--- config.mk ---
export PLATFORM = sky130hd
export DESIGN_NAME = keyboard_sequencer
export DESIGN_NICKNAME = d
export VERILOG_FILES = /design/src/rtl/keyboard_sequencer.sv
export SDC_FILE = /design/constraint.sdc
export NUM_CORES = 1
export LEC_CHECK = 0
export BUFFER_PORTS_ARGS = -buffer_cell sky130_fd_sc_hd__buf_4
export CORE_ASPECT_RATIO = 1.2
export CORE_MARGIN = 4
export CORE_UTILIZATION = 31
export CTS_CLUSTER_SIZE = 24
export DETAILED_ROUTE_END_ITERATION = 7
export PLACE_DENSITY_LB_ADDON = 0.1
export SYNTH_ARGS = -nofsm -noshare
export SYNTH_HDL_FRONTEND = slang
export SYNTH_SLANG_ARGS = --single-unit
export TNS_END_PERCENT = 50
--- constraint.sdc ---
create_clock -name sysclk -period 3.4 [get_ports sysclk]
set_input_delay 0.68 -clock sysclk [delete_from_list [all_inputs] [get_ports sysclk]]
set_output_delay 0.68 -clock sysclk [all_outputs]
set_load 0.01 [all_outputs]
--- src/rtl/keyboard_sequencer.sv ---
// Keyboard sequencer: debounced manual play or fixed-melody playback feeding the tone generator.
// Latency: raw btn to gate is DEBOUNCE_CYCLES+3 cycles; no backpressure, all outputs are registered levels.
module keyboard_sequencer #(
    parameter int unsigned DEBOUNCE_CYCLES = 500000,
    parameter int unsigned NOTE_CYCLES     = 12500000,
    parameter int unsigned GAP_CYCLES      = 2500000,
    parameter int unsigned SEQ_LEN         = 8,
    parameter logic [4*SEQ_LEN-1:0] SEQ_PATTERN = 32'h8421_1248,
    localparam int unsigned STEP_W = (SEQ_LEN > 1) ? $clog2(SEQ_LEN) : 1
) (
    input  logic              sysclk,
    input  logic              rst_n,
    input  logic              btn,
    input  logic [3:0]        sw,
    input  logic              mode,
    output logic [3:0]        note_sel,
    output logic              gate,
    output logic              busy,
    output logic [STEP_W-1:0] step_idx
);

    localparam int unsigned DUR_MAX = (NOTE_CYCLES > GAP_CYCLES) ? NOTE_CYCLES : GAP_CYCLES;
    localparam int unsigned DUR_W   = (DUR_MAX > 0) ? $clog2(DUR_MAX + 1) : 1;
    localparam int unsigned DB_W    = (DEBOUNCE_CYCLES > 1) ? $clog2(DEBOUNCE_CYCLES) : 1;

    localparam logic [DB_W-1:0]   DB_LAST   = DB_W'(DEBOUNCE_CYCLES - 1);
    localparam logic [DUR_W-1:0]  NOTE_LAST = DUR_W'(NOTE_CYCLES - 1);
    localparam logic [DUR_W-1:0]  GAP_LAST  = DUR_W'(GAP_CYCLES - 1);
    localparam logic [STEP_W-1:0] STEP_LAST = STEP_W'(SEQ_LEN - 1);

    typedef enum logic [1:0] {
        ST_IDLE,
        ST_MANUAL,
        ST_SEQ_NOTE,
        ST_SEQ_GAP
    } state_e;

    logic              btn_meta_q, btn_s_q;
    logic              btn_db_q, btn_db_d, btn_db_prev_q;
    logic [DB_W-1:0]   db_cnt_q, db_cnt_d;
    state_e            state_q, state_d;
    logic [STEP_W-1:0] step_q, step_d;
    logic [DUR_W-1:0]  dur_q, dur_d;
    logic [3:0]        note_sel_q, note_sel_d;
    logic              gate_q, gate_d;
    logic              busy_q, busy_d;
    logic              press;
    logic              step_done;

    function automatic logic [3:0] code_of(input logic [STEP_W-1:0] idx);
        logic [4*SEQ_LEN-1:0] shifted;
        shifted = SEQ_PATTERN >> {idx, 2'b00};
        return shifted[3:0];
    endfunction

    // Isolate the lowest set bit: sw[0] wins.
    function automatic logic [3:0] lowest_one(input logic [3:0] v);
        return v & (~v + 4'd1);
    endfunction

    always_comb begin
        btn_db_d = btn_db_q;
        db_cnt_d = '0;
        if (btn_s_q != btn_db_q) begin
            if (db_cnt_q == DB_LAST) begin
                btn_db_d = ~btn_db_q;
            end else begin
                db_cnt_d = db_cnt_q + 1'b1;
            end
        end
    end

    assign press = btn_db_q & ~btn_db_prev_q;

    always_comb begin
        state_d   = state_q;
        step_d    = step_q;
        dur_d     = dur_q;
        step_done = 1'b0;
        case (state_q)
            ST_IDLE: begin
                dur_d = '0;
                if (!mode && btn_db_q) begin
                    state_d = ST_MANUAL;
                end else if (mode && press) begin
                    state_d = ST_SEQ_NOTE;
                    step_d  = '0;
                end
            end
            ST_MANUAL: begin
                if (!btn_db_q) state_d = ST_IDLE;
            end
            ST_SEQ_NOTE: begin
                if (press) begin
                    state_d = ST_IDLE;
                    step_d  = '0;
                    dur_d   = '0;
                end else if (dur_q == NOTE_LAST) begin
                    dur_d = '0;
                    if (GAP_CYCLES == 0) step_done = 1'b1;
                    else                 state_d   = ST_SEQ_GAP;
                end else begin
                    dur_d = dur_q + 1'b1;
                end
            end
            ST_SEQ_GAP: begin
                if (press) begin
                    state_d = ST_IDLE;
                    step_d  = '0;
                    dur_d   = '0;
                end else if (dur_q == GAP_LAST) begin
                    dur_d     = '0;
                    step_done = 1'b1;
                end else begin
                    dur_d = dur_q + 1'b1;
                end
            end
            default: begin
                state_d = ST_IDLE;
                step_d  = '0;
                dur_d   = '0;
            end
        endcase

        if (step_done) begin
            if (step_q == STEP_LAST) begin
                state_d = ST_IDLE;
                step_d  = '0;
            end else begin
                state_d = ST_SEQ_NOTE;
                step_d  = step_q + 1'b1;
            end
        end
    end

    // Outputs follow the next state so they change on the same edge as the state.
    always_comb begin
        note_sel_d = note_sel_q;
        gate_d     = 1'b0;
        busy_d     = (state_d != ST_IDLE);
        case (state_d)
            ST_IDLE:     note_sel_d = 4'd0;
            ST_MANUAL: begin
                note_sel_d = lowest_one(sw);
                gate_d     = 1'b1;
            end
            ST_SEQ_NOTE: begin
                note_sel_d = code_of(step_d);
                gate_d     = |code_of(step_d);
            end
            default:     note_sel_d = note_sel_q;
        endcase
    end

    always_ff @(posedge sysclk or negedge rst_n) begin
        if (!rst_n) begin
            btn_meta_q    <= 1'b0;
            btn_s_q       <= 1'b0;
            btn_db_q      <= 1'b0;
            btn_db_prev_q <= 1'b0;
            db_cnt_q      <= '0;
            state_q       <= ST_IDLE;
            step_q        <= '0;
            dur_q         <= '0;
            note_sel_q    <= 4'd0;
            gate_q        <= 1'b0;
            busy_q        <= 1'b0;
        end else begin
            btn_meta_q    <= btn;
            btn_s_q       <= btn_meta_q;
            btn_db_q      <= btn_db_d;
            btn_db_prev_q <= btn_db_q;
            db_cnt_q      <= db_cnt_d;
            state_q       <= state_d;
            step_q        <= step_d;
            dur_q         <= dur_d;
            note_sel_q    <= note_sel_d;
            gate_q        <= gate_d;
            busy_q        <= busy_d;
        end
    end

    assign note_sel = note_sel_q;
    assign gate     = gate_q;
    assign busy     = busy_q;
    assign step_idx = step_q;

endmodule

; ---- Yosys cells after proc, flatten, opt, wreduce, memory -nomap -nowiden
; Index checks and enable logic that the tools add are counted.
[word_totals]
regBits = 58
inputBits = 8
output_inout_bits = 9
word_cells = 69
[op_classes]
n_addsub = 4
n_eq_ne = 10
shift = 1
mux = 27
bitwise = 5
reduce_logical = 11
[op_table]
columns = op, n
row1 = $mux 24, 4
row2 = $pmux 24 s3, 1
row3 = $mux 19, 2
row4 = $shr 32x5->4 const A, 1
row5 = $add 24x1->24 const B, 1
row6 = $eq 24x22->1 const B, 1
row7 = $eq 24x24->1 const B, 1
row8 = $add 19x1->19 const B, 1
row9 = $eq 19x19->1 const B, 1
row10 = $mux 2, 8
row11 = $mux 3, 5
row12 = $pmux 4 s3, 1
row13 = $pmux 2 s4, 1
row14 = $eq 2x2->1 const B, 3
row15 = $pmux 3 s2, 1
row16 = $reduce_bool 3->1, 2
row17 = $add 4x1->4 const B, 1
row18 = $and 4x4->4, 1
row19 = $eq 2x1->1 const B, 2
row20 = $logic_not 2->1, 2
row21 = $not 4->4, 1
row22 = $reduce_or 4->1, 1
row23 = $add 3x1->3 const B, 1
row24 = $eq 3x3->1 const B, 1
row25 = other kinds (10), 14

; ---- Depth between registers and ports, before layout
[logic_depth]
word_depth = 10
ltp_mapped = 12
depth_no_buf = 11

; ---- Worst setup path after synthesis
; Ideal clock, no wire load.
[synth_path]
kind = flip-flop to flip-flop
from = register dur_q[11]
to = register note_sel_q[3], in the netlist note_sel[3]
setup_ns = 0.087
arrival_time_ns = 2.564
required_time_ns = 3.313
setup_slack_ns = 0.749
path_stages_with_launch = 12
n_path_buf = 1
synth_period_minus_slack_ns = 2.651
cell_sequence = dfrtp_1 > or4b_1 > nor3_2 > and3_1 > buf_4 > inv_1 > and2_1 > ha_1 > nor2_1 > a21o_1 > o211ai_1 > o211ai_1
[synth_via]
elab_chain_cells = 7
elab_cells_between_ends = 16
classes_between = 4 x eq/ne / 1 x shift / 9 x mux / 2 x reduce/logical
[synth_rtl]
columns = element, line_no
row1 = from (decl), 43  ; logic [DUR_W-1:0] dur_q, dur_d;
row2 = from (signal assigned), 176  ; dur_q <= dur_d;
row3 = $eq 24x24->1 / $eq 24x22->1 (equally long branches), "98, 111"
row4 = $mux 2 / $mux 1 (equally long branches), "98, 111"
row5 = $mux 2 / $mux 1 (equally long branches), "94, 107"
row6 = $pmux 2 s4 / $mux 1 (equally long branches), 80  ; case (state_q)
row7 = $mux 2 (*), 125  ; if (step_done) begin
row8 = via state_d[0], 41  ; state_e state_q, state_d;
row9 = "$eq 2x2->1, or another cell as far along", 141  ; case (state_d)
row10 = $pmux 4 s3 / $reduce_bool 3->1 (equally long branches), n/a
row11 = to (signal assigned), 177  ; note_sel_q <= note_sel_d;
row12 = to (decl), 44  ; logic [3:0] note_sel_q, note_sel_d;
; The timed path passes the listed nets; every way through them passes the cells marked *.
; A chain may end at the register's enable or synchronous reset.

; ---- Worst setup path in the final report
[layout_path]
from = register dur_q[5]
to = register note_sel_q[3], in the netlist note_sel[3]
; Same word-level chain as after synthesis.

==> results <==
- The largest net degree at the start of global routing is 59.
- Pin placement for this block handled 17 I/O pins.
- Global routing finished with a remaining overflow of 0.
- After synthesis, the share of cell area in mux cells is 0.01590.
- Of the available clock period, the critical path in the final layout requires 0.8382.
- The kind of critical path is flip-flop to flip-flop.
- The total wirelength of the detailed-routed design is 8001 um.
- The final design instance area without fill is 3872 um^2.
- Of the total synthesized cell area, the portion taken by XOR and XNOR cells is 0.04769.
- Clock-pin slew was measured on the worst setup and hold paths at 0.06 ns.
- The largest driver fanout on the critical path is 8.
- The clock latency on the worst-skew pair is 0.33 ns.
- The tool flagged a number of max-cap violations equal to 0.
- The most common cell after layout, fill and taps aside is dfrtp_1.
- The power density of the placed cells is 433.5 nW/um^2.
- The starting utilization of the core area is 0.3159.
- The worst hold-check slack is 0.3515 ns.
- The flow ran to the end, and the final reports show no timing, DRC or antenna violations.
- In this run the cell area of the synthesized design comes to 3306 um^2.
- The signal on the critical path passes through or4bb_4, nor3_4, and3_1, inv_1, and2_1, ha_1, nor2_1, a21o_1, o211ai_1, o211ai_1.
- The area fraction in and, or, nand and nor cells after synthesis is 0.3297.
- For this run, asynchronously set or reset flops after synthesis account for 1.000.
- The post-synthesis adder-cell area fraction is 0.03028.
- The number of synthesized register bits is 58.
- After synthesis, the largest family of logic cells by area is simple AND/OR/NAND/NOR gates.
- The placed instances occupy a cell area of 3576 um^2.
- Leaving out fill and tap cells, the most frequent cells in the layout are dfrtp_1, nand2_1, nor2_1.
- The number of cells traversed by the worst register-to-register path is 10.
- The area of the die is 12390 um^2.
- The fraction of layout instances using a drive strength above 1 is 0.1295.
- dfrtp_1 takes more of the synthesized area than any other cell.
- The number of antenna diodes in the final layout is 0.
- The maximum vdd ir drop is 0.2040 mV.
- The slew of the pin with the lowest slew margin is 0.8810 ns.
- The timing-limited maximum frequency is 350.9 MHz.
- For this run, the slowest stage of the critical path takes 0.59 ns.
- The total count of max-transition violations in the final report was 0.
- Setup repair after global routing left no endpoint under its margin.
- The fraction of post-synthesis cell area in the top cell type by area is 0.4391.
- The post-synthesis net count is 375.
- The number of levels in the clock H-tree is 3.
- The detailed placement HPWL is 5468 um.
- The number of sinks driven by the clock tree is 58.
- No sink is reached through more buffers than the 2 on the longest clock path.
- The worst hold path belongs to the class flip-flop to flip-flop.
- The first detailed-routing pass took 4 iterations.
- Sorting the synthesized cells by area gives the leading types as dfrtp_1, nand3_1, nand2_1.
- After floorplanning, the core was divided into 41 placement rows.
- The register area share after synthesis is 0.4391.
- The first-pass GRT wire length is 13770 um.
- TritonCTS built the clock tree.
- The hold buffer count at cts is 0.
- STA classifies the critical path startpoint as a flip-flop.
- In the routed design, unresolved DRC markers number 0.
- The Yosys step of the flow raised 0 warnings.
- Post-CTS timing repair inserted 0 buffers for setup.
- The start point of the worst min-delay path is btn_meta_q.
- The setup-violating endpoint count in the final report is 0.
- Yosys mapped a number of flops with a built-in enable equal to 0.
- In the final routed layout, each cell accounts on average for 15.54 um.
- The post-cts repair resize count is 0.
- The via count of the routed design is 2752.
- The critical path's slowest cell is or4bb_4.
- The final RePlAce weighted congestion is 0.7784.
- The initial antenna violation count is 0.
- The prevailing post-synth register cell is dfrtp_1.
- Buffers inserted during clock tree synthesis total 9.
- The cell at the root of the clock tree is clkbuf_16.
- In this design, the critical path's most frequently occurring cell is o211ai_1.
- The count of nets left with antenna violations once routing finished came out at 0.
- For this block, the initial DRC count from the detailed router was 128.
- The smallest clock period supported by the final layout is computed as 2.850 ns.
- The worst reg2reg path startpoint is dur_q[5].
- At the worst endpoint, the required time is 3.65 ns.
- After routing, the total negative slack on setup checks comes to 0 ns.
- The via count of the first global-routing pass was 2721.
- STA classifies the critical path endpoint as a flip-flop.
- In the routed layout, each cell is associated on average with a via count of 5.344.
- The critical path starts at dur_q[5].
- The synthesized instance count is 359.
- For the worst setup path, the data arrival time is 3.10 ns.
- The distinct cell type count of the synthesized netlist is 60.
- After the last flow step, the layout net total stands at 397.
- The post-synthesis average cell area is 9.208 um^2.
- The final hold violation count is 0.
- The hold path depth is 0.
- The headroom to the max-slew limit is 0.4126.
- In the global route stage, overall resource usage came out at 0.1405.
- Measured along the y axis, the die boundary spans 121.1 um.
- The core region is 10470 um^2.
- The synthesized-area fraction occupied by ao, oa, aoi and oai cells is 0.1090.
- Relative to the synthesized area, the layout overhead comes to 17.15%.
- Port buffering added 16 buffers.
- The die width is 102.3 um.
- Summed over all cells, the static leakage comes to 1.649 nW.
- Across the routed clock network, the largest skew measured is 0.007409 ns.
[flip-flops by register name, summed over array words and instances (netlist names)]
register and count:
btn_db_prev_q 1, btn_db_q 1, btn_meta_q 1, btn_s_q 1
busy 1, db_cnt_q 19, dur_q 24, gate 1
note_sel 4, state_q 2, step_idx 3
[metrics by stage]
stage                     setup slack (ns)  std cells  total power [mW]    util
after global routing                0.1861        515             1.747  0.3700
final                               0.5501        515             1.679  0.3700
after global placement              0.6271        499            0.7863  0.3417
after detailed placement            0.5271        499            0.7866  0.3417
after CTS                           0.5288        515             1.702  0.3700
after floorplan                     0.7494        359            0.7507       -
[power by group]
| part | leakage, nW | internal (mW) | switching [mW] |
|---|---|---|---|
| Sequential | 0.778 | 0.700 | 0.00828 |
| Combinational | 0.722 | 0.0216 | 0.0420 |
| Clock | 0.149 | 0.584 | 0.322 |
| Total | 1.65 | 1.31 | 0.373 |
[synth_stat cells (2+ instances only)]
cell type	count
xor2_1	10
nand2b_1	3
ha_1	8
or4b_1	2
or3_1	4
buf_6	2
o221ai_1	2
o211ai_1	4
nor3b_1	3
mux2i_1	3
inv_1	8
and3_1	10
nand3_1	30
o21ai_0	11
nor2_1	35
a31oi_1	8
nor3_1	20
dfrtp_1	58
clkbuf_1	9
nand2_1	39
nor2b_1	4
and2_1	4
a32oi_1	2
nand3b_1	5
a22o_1	2
and3b_1	2
and4_1	3
a41oi_1	2
xnor2_1	8
or2_2	2
nand4_1	18
a21oi_1	4
nor4_1	2
a211o_1	5
nor4_2	2
[layout make-up]
cell class                      instances  area [um^2]
Inverter                                8        30.03
Fill cell                            1100         6593
Timing Repair Buffer                   23        172.7
Multi-Input combinational cell        281         1760
Sequential cell                        58         1451
Clock inverter                          5        53.80
Clock buffer                           11        242.7
Tap cell                              129        161.4
[per-layer routing]
layer	vias up	routed length, um	global-route usage	part of all wire
li1	1373	-	-	-
met1	1326	3724	0.1828	0.47
met2	43	3858	0.2228	0.48
met3	10	266	0.03450	0.033
met4	0	151	0.05496	0.019
met5	-	0	0	0
[final timing paths]
kind | end | slack, ns
worst max-delay path | note_sel[3] | 0.55
worst min-delay path | btn_s_q | 0.35
worst max register to register | note_sel[3] | 0.55
worst min register to register | btn_s_q | 0.35
max in group asynchronous | db_cnt_q[15] | 2.45
min in group asynchronous | dur_q[2] | 0.43
[logic make-up (layout without fill, tap and decap cells)]
| kind of cell | Yosys count | count (layout) |
|---|---|---|
| adder cells (fa/ha/maj) | 8 | 8 |
| XOR/XNOR | 18 | 18 |
| flip-flops | 58 | 58 |
| AO/OA/AOI/OAI | 51 | 51 |
| AND/OR/NAND/NOR | 199 | 199 |
| multiplexers | 5 | 5 |
| buffers and inverters | 20 | 47 |
[critical path, delay by kind of cell (launching register included)]
family	cells	cell delay, ns
AOI/OAI and AO/OA	3	0.41
adders and majority gates	1	0.30
buffers and inverters	1	0.08
DFF	1	0.45
and+or+nand+nor	5	1.53
Note: power is estimated with default switching activity, not from simulation.
